[src/rtl/csi2_pkg.sv]
// Shared constants and helpers for the CSI-2 packet parser: data types,
// the CRC-16 (0x8408 reflected) byte step and the 6-bit header ECC.
package csi2_pkg;

  localparam logic [5:0]  DT_FS        = 6'h00;
  localparam logic [5:0]  DT_FE        = 6'h01;
  localparam logic [5:0]  DT_LS        = 6'h02;
  localparam logic [5:0]  DT_LE        = 6'h03;
  localparam logic [5:0]  DT_SHORT_MAX = 6'h0F;

  localparam logic [15:0] CRC_POLY = 16'h8408;
  localparam logic [15:0] CRC_INIT = 16'hFFFF;

  // Each parity bit covers a fixed subset of the 24 header data bits.
  function automatic logic [5:0] ecc6(input logic [23:0] d);
    logic [5:0] p;
    p[0] = ^(d & 24'hF12CB7);
    p[1] = ^(d & 24'hF2555B);
    p[2] = ^(d & 24'h749A6D);
    p[3] = ^(d & 24'hB8E38E);
    p[4] = ^(d & 24'hDF03F0);
    p[5] = ^(d & 24'hEFFC00);
    return p;
  endfunction

  function automatic logic [15:0] crc16_byte(input logic [15:0] crc, input logic [7:0] b);
    logic [15:0] c;
    c = crc;
    for (int i = 0; i < 8; i++)
      c = (c[0] ^ b[i]) ? ((c >> 1) ^ CRC_POLY) : (c >> 1);
    return c;
  endfunction

endpackage

[src/rtl/csi2_crc16_acc.sv]
// Running CRC-16 over up to four bytes per cycle; enabled bytes are folded
// from byte0 upward. crc_nxt exposes the value including the current word.
module csi2_crc16_acc
  import csi2_pkg::*;
(
  input  logic        clk,
  input  logic        reset,
  input  logic        init,
  input  logic        clr,
  input  logic        en,
  input  logic [31:0] data,
  input  logic [3:0]  be,
  output logic [15:0] crc,
  output logic [15:0] crc_nxt
);

  always_comb begin
    crc_nxt = crc;
    for (int i = 0; i < 4; i++)
      if (be[i]) crc_nxt = crc16_byte(crc_nxt, data[8*i +: 8]);
  end

  always_ff @(posedge clk or posedge reset) begin
    if (reset)     crc <= '0;
    else if (clr)  crc <= '0;
    else if (init) crc <= CRC_INIT;
    else if (en)   crc <= crc_nxt;
  end

endmodule

[src/rtl/csi2_pkt_parser.sv]
// CSI-2 low-level packet parser: header decode/ECC check, short-packet events,
// long-packet payload stream with CRC-16 footer stripping and checking.
//
// state     | meaning
// S_IDLE    | waiting for a packet header
// S_PAYLOAD | forwarding long-packet payload bytes
// S_CRC     | collecting the remaining CRC footer bytes
// S_DISCARD | header failed ECC; dropping words until the next header
module csi2_pkt_parser
  import csi2_pkg::*;
#(
  parameter int TIMEOUT_CYC = 64
) (
  input  logic        clk,
  input  logic        reset,
  input  logic [31:0] merging_dat,
  input  logic        merging_valid,
  input  logic        pkt_sof,
  output logic        sp_vld,
  output logic [1:0]  sp_vc,
  output logic [5:0]  sp_dt,
  output logic [15:0] sp_data,
  output logic        lp_vld,
  output logic [31:0] lp_data,
  output logic [3:0]  lp_be,
  output logic        lp_sof,
  output logic        lp_eof,
  output logic [1:0]  lp_vc,
  output logic [5:0]  lp_dt,
  output logic [15:0] lp_wc,
  output logic        ecc_err,
  output logic        crc_err,
  output logic        pkt_abort
);

  localparam logic [1:0] S_IDLE    = 2'd0;
  localparam logic [1:0] S_PAYLOAD = 2'd1;
  localparam logic [1:0] S_CRC     = 2'd2;
  localparam logic [1:0] S_DISCARD = 2'd3;
  localparam int TW = $clog2(TIMEOUT_CYC + 1);

  logic [1:0]    state;
  logic [15:0]   rem;
  logic [1:0]    crc_left;
  logic [7:0]    crc_lo;
  logic [TW-1:0] idle_cnt;

  logic          hdr, ecc_ok, is_short, in_pkt, timeout;
  logic          acc_init, acc_en;
  logic [2:0]    n;
  logic [3:0]    be;
  logic [15:0]   rem_nxt, crc_in, crc_run, crc_nxt;

  always_comb begin
    hdr      = merging_valid & pkt_sof;
    ecc_ok   = ecc6(merging_dat[23:0]) == merging_dat[29:24];
    is_short = merging_dat[5:0] <= DT_SHORT_MAX;
    in_pkt   = (state == S_PAYLOAD) || (state == S_CRC);
    n        = (rem >= 16'd4) ? 3'd4 : rem[2:0];
    case (n)
      3'd1:    be = 4'b0001;
      3'd2:    be = 4'b0011;
      3'd3:    be = 4'b0111;
      3'd4:    be = 4'b1111;
      default: be = 4'b0000;
    endcase
    rem_nxt  = rem - {13'd0, n};
    // Footer bytes trailing the last payload byte, low byte first.
    crc_in   = 16'(merging_dat >> {n, 3'b000});
    timeout  = in_pkt & ~merging_valid & (idle_cnt == TW'(1));
    acc_init = hdr & ecc_ok & ~is_short;
    acc_en   = merging_valid & ~pkt_sof & (state == S_PAYLOAD);
  end

  csi2_crc16_acc u_crc (
    .clk     (clk),
    .reset   (reset),
    .init    (acc_init),
    .clr     (timeout),
    .en      (acc_en),
    .data    (merging_dat),
    .be      (be),
    .crc     (crc_run),
    .crc_nxt (crc_nxt)
  );

  always_ff @(posedge clk or posedge reset) begin
    if (reset) begin
      state <= S_IDLE;   rem <= '0;      crc_left <= '0;  crc_lo <= '0;
      idle_cnt <= '0;    sp_vld <= 1'b0; sp_vc <= '0;     sp_dt <= '0;
      sp_data <= '0;     lp_vld <= 1'b0; lp_data <= '0;   lp_be <= '0;
      lp_sof <= 1'b0;    lp_eof <= 1'b0; lp_vc <= '0;     lp_dt <= '0;
      lp_wc <= '0;       ecc_err <= 1'b0; crc_err <= 1'b0; pkt_abort <= 1'b0;
    end else begin
      sp_vld <= 1'b0;  lp_vld <= 1'b0;  lp_sof <= 1'b0;    lp_eof <= 1'b0;
      ecc_err <= 1'b0; crc_err <= 1'b0; pkt_abort <= 1'b0;

      if (in_pkt) begin
        if (merging_valid)       idle_cnt <= TW'(TIMEOUT_CYC);
        else if (idle_cnt != '0) idle_cnt <= idle_cnt - TW'(1);
      end

      if (hdr) begin
        pkt_abort <= in_pkt;
        if (!ecc_ok) begin
          ecc_err <= 1'b1;
          state   <= S_DISCARD;
        end else if (is_short) begin
          sp_vld  <= 1'b1;
          sp_vc   <= merging_dat[7:6];
          sp_dt   <= merging_dat[5:0];
          sp_data <= merging_dat[23:8];
          state   <= S_IDLE;
        end else begin
          lp_vc    <= merging_dat[7:6];
          lp_dt    <= merging_dat[5:0];
          lp_wc    <= merging_dat[23:8];
          rem      <= merging_dat[23:8];
          idle_cnt <= TW'(TIMEOUT_CYC);
          crc_left <= 2'd2;
          state    <= (merging_dat[23:8] != 16'd0) ? S_PAYLOAD : S_CRC;
        end
      end else if (timeout) begin
        pkt_abort <= 1'b1;
        state     <= S_IDLE;
      end else if (merging_valid) begin
        case (state)
          S_PAYLOAD: begin
            lp_vld  <= 1'b1;
            lp_data <= merging_dat;
            lp_be   <= be;
            lp_sof  <= (rem == lp_wc);
            rem     <= rem_nxt;
            if (rem_nxt == 16'd0) begin
              lp_eof <= 1'b1;
              if (n == 3'd4) begin
                crc_left <= 2'd2;
                state    <= S_CRC;
              end else if (n == 3'd3) begin
                crc_lo   <= merging_dat[31:24];
                crc_left <= 2'd1;
                state    <= S_CRC;
              end else begin
                crc_err <= (crc_in != crc_nxt);
                state   <= S_IDLE;
              end
            end
          end
          S_CRC: begin
            if (crc_left == 2'd2) crc_err <= (merging_dat[15:0] != crc_run);
            else                  crc_err <= ({merging_dat[7:0], crc_lo} != crc_run);
            state <= S_IDLE;
          end
          default: ;
        endcase
      end
    end
  end

endmodule

[config.mk]
export PLATFORM = sky130hd
export DESIGN_NAME = csi2_pkt_parser
export DESIGN_NICKNAME = d
export VERILOG_FILES = /design/src/rtl/csi2_pkg.sv /design/src/rtl/csi2_crc16_acc.sv /design/src/rtl/csi2_pkt_parser.sv
export SDC_FILE = /design/constraint.sdc
export NUM_CORES = 1
export LEC_CHECK = 0
export ABC_AREA = 1
export BUFFER_PORTS_ARGS = -buffer_cell sky130_fd_sc_hd__buf_4
export CAP_MARGIN = 20
export CORE_ASPECT_RATIO = 0.5
export CORE_MARGIN = 4
export CORE_UTILIZATION = 40
export DETAILED_ROUTE_END_ITERATION = 10
export PLACE_DENSITY_LB_ADDON = 0.12
export SLEW_MARGIN = 30
export SYNTH_ARGS = -nofsm -noshare
export SYNTH_HDL_FRONTEND = slang
export SYNTH_SLANG_ARGS = --single-unit
[constraint.sdc]
create_clock -name clk -period 4.6 [get_ports clk]
set_input_delay 0.69 -clock clk [delete_from_list [all_inputs] [get_ports clk]]
set_output_delay 0.69 -clock clk [all_outputs]
set_load 0.02 [all_outputs]
==> key figures <==
Worst setup path
  – WP data arrival: between 4 and 5 ns
  – Most used cell, CP: nand2_1
  – Buf+Inv Stages, Crit Path: 2
  – Crit path max-delay family: simple AND/OR/NAND/NOR gates
  – Worst Reg-to-Reg Cells: 33
  – Nature of the critical path endpoint: flip-flop
  – CP Max Fanout: 12
  – Setup CP Type: flip-flop to flip-flop
  – CP startpoint kind: flip-flop
  – Worst EP required: 4.92 ns
  – Worst path depth: 33
  – Worst reg2reg startpoint: rem[12]
  – CP max stage cell: dfrtp_1
  – R2r setup slk: roughly 0.2 ns
  – Slowest stage delay, CP: about 0.50 ns
  – FF-to-FF End: crc_err

Cells and area
  – Ratio of cells with drive above 1 in the final layout: 18.8%
  – Commonest non-fill, non-tap cell in the layout: nand2_1
  – Area Growth Syn to Fin: 18.9%
  – Fin nets: about 1800
  – ANT cells: 0
  – Filler Cell Count: roughly 2800
  – Commonest non-fill, non-tap cells in the layout: nand2_1, o21ai_0, buf_4

Die
  – Die height: ~120 µm
  – Die Wd: around 240 µm
  – Die area: 30000 µm²
  – Placeable Area: 26600 µm²
  – Row count: 42
  – Ports: 127
  – Initial core utilization: around two fifths

Global route
  – Overall Global Routing Usage: between 30% and 40%
  – Initial antenna violation count: 1
  – Grt ovf: 0
  – Largest net degree at the start of global routing: ~100
  – Vias in the first global route: approximately 11000
  – First-pass GRT wire length: around 70000 µm

Synth
  – Mapped Area: between 10000 and 15000 µm²
  – Warnings from Yosys: 0
  – Post-Synthesis Net Count: around 1600
  – Primary FF master, synth: dfrtp_1
  – Sequential fraction of the synthesis area: roughly 33%
  – Post-synth EDFFs: 0
  – Post-synthesis async set-or-reset flop share: 100%
  – Synthesized flop and latch total: roughly 140
  – Avg Cell Area, Syn: 6.86 µm²
  – Gate Count Post-Synth: ~1600
  – Yosys cell types: 51

STA
  – Setup TNS: 0 ns
  – Min Clock Period, post-route: approximately 4.4 ns
  – Worst Max-Slew Pin Slew: between 0.9 and 1 ns
  – Final Hold Vio Count: 0
  – Final period util: 95.7%
  – Worst Clk Skew: 0.0162 ns
  – # setup viols final: 0
  – Relative slew slack: around 40%
  – F_max: roughly 230 MHz
  – Unrepaired setup endpoints after global routing: false
  – Slew Limit Fails: 0

Power and ir drop
  – Cell Int Power: 4970 µW
  – Clk network pwr share: 13.0%
  – Comb pwr share: slightly below 70%
  – Overall power: 11300 µW
  – Worst VDD drop: around 530 µV
  – Flop pwr share: about a fifth
  – Switching power total: roughly 6300 µW
  – Leak: 0.00666 µW
  – Pwr/cell area: 878 nW/µm²
  – Switch share: 56.1%

Clocking
  – Worst-skew pair later-pin latency: roughly 0.47 ns
  – TritonCTS Buffers: 17
  – Clock Sinks: 142
  – Clock transition at path regs: roughly 0.070 ns
  – Root buffer cell: clkbuf_16
  – Cts repair resizes: 0
  – Hold_buf cts: 0
  – H-tree Lvls: 4
  – CTS tree: yes
  – Clk buf depth: 2

Route
  – Initial detailed-routing violation count: 1290
  – Detailed Routing Iterations Pass 1: 7
  – Vias per cell: between 5 and 6
  – Number of remaining DRC errors: 0
  – Routed WL: slightly below 50000 µm
  – Routed wire length per instance: 23.2 µm
  – Via count: ~12000
  – DRT antenna net count: 0

Placed design
  – Final GP Congestion: 1.04
  – Dpl hpwl: about 37000 µm
  – I/O Buffers: 126

Worst hold path
  – Worst min-delay path category: input pin to async pin

Run
  – Max Cap Violations: 0

Status
  – Status: completed
[metal layers]
metal | share of wire (%) | vias up | global-route usage, %
met5 | 0 | - | 0
met4 | 2.1 | 0 | 8.56
met3 | 10 | 64 | 6.77
met2 | 42 | 585 | 45.6
met1 | 46 | 5689 | 48.0
li1 | - | 5428 | -
[power by group through the flow]
| stage | logic [µW] | registers, µW | clock network [µW] |
|---|---|---|---|
| finish | 7650 | 2200 | 1470 |
| global route | 8390 | 2250 | 1540 |
| CTS | 7520 | 2180 | 1490 |
| detailed placement | 7490 | 2190 | 0 |
| global placement | 7430 | 2190 | 0 |
| floorplan | 4830 | 2420 | 0 |
[synthesized netlist by cell type (3+ instances only)]
library cell	count	area share [%]
a31oi_1	9	0.52
nor2_2	3	0.17
nand3_1	139	6.4
o221ai_1	7	0.57
nor2_4	3	0.31
o22ai_1	10	0.58
xor2_1	43	3.5
nand2_2	36	2.1
nor2_1	46	1.6
buf_2	13	0.60
o21ai_0	188	8.7
buf_4	3	0.21
a21oi_2	3	0.24
ha_1	14	1.6
nor4_1	7	0.40
nand4_1	14	0.81
xnor2_1	43	3.5
o211ai_1	7	0.48
buf_6	4	0.42
nor3_1	10	0.46
inv_1	149	5.2
clkbuf_1	42	1.5
o31ai_1	6	0.42
nand2_1	492	17
nand2_4	12	1.2
or2_2	3	0.17
nand3_4	3	0.48
nand3_2	32	3.0
clkinv_1	7	0.24
nand3b_1	4	0.28
a21oi_1	42	1.9
inv_2	14	0.48
o21ai_1	9	0.42
dfrtp_1	142	33
[how the worst max path moves through the flow]
stage / end / from / slack (ns)
detailed placement: crc_err / merging_dat[3] / 0.14
finish: crc_err / rem[12] / 0.20
global route: crc_err / rem[12] / 0.001
floorplan: crc_err / reset / 0.10
global placement: crc_err / merging_dat[3] / 0.15
CTS: crc_err / rem[12] / 0.27
[per-stage QoR]
| step | utilization (%) | instance area, µm² | setup WS [ns] | cells | hold slack [ns] |
|---|---|---|---|---|---|
| 6_report | 48.5 | 12900 | 0.198 | 2070 | 0.357 |
| 5_1_grt | 48.5 | 12900 | 0.00136 | 2070 | 0.417 |
| 4_1_cts | 48.5 | 12900 | 0.270 | 2069 | 0.493 |
| 3_5_place_dp | 46.2 | 12300 | 0.138 | 2037 | 0.474 |
| 3_3_place_gp | 46.2 | 12300 | 0.147 | 2037 | 0.462 |
| 2_1_floorplan | - | 10900 | 0.100 | 1581 | 0.450 |
[registers in the layout, indices dropped and copies added (netlist names), 4 cells and up]
register,flops
lp_wc,16
lp_be,4
lp_dt,6
sp_data,16
u_crc.crc,16
rem,16
sp_dt,6
idle_cnt,7
crc_lo,8
lp_data,32
[final cells by class]
type | instances | area, µm² | area share [%]
clock buffers | 17 | 425 | 3.30
repair buffers | 170 | 1290 | 9.99
inverters | 170 | 646 | 5.00
flip-flops and latches | 142 | 3550 | 27.5
multi-input cells | 1204 | 6360 | 49.3
well taps | 352 | 440 | 3.41
clock inverters | 15 | 186 | 1.44
[logic make-up (layout without fill, tap and decap cells)]
| family | after synthesis | in the layout | share of synthesized area [%] |
|---|---|---|---|
| xor gates and xnor gates | 86 | 86 | 6.94 |
| DFF | 142 | 142 | 32.7 |
| other | 1 | 1 | 0.0346 |
| AOI/OAI and AO/OA | 291 | 291 | 14.6 |
| adders and majority gates | 14 | 14 | 1.61 |
| and+or+nand+nor | 811 | 812 | 35.2 |
| buffers and inverters | 236 | 372 | 8.81 |
[repair_timing]
action | CTS | global route
hold endpoints to repair | 0 | 0
endpoints found under the setup margin | 0 | 1
buffers inserted | 0 | 0
No activity file was read; power rests on OpenSTA's default activity.
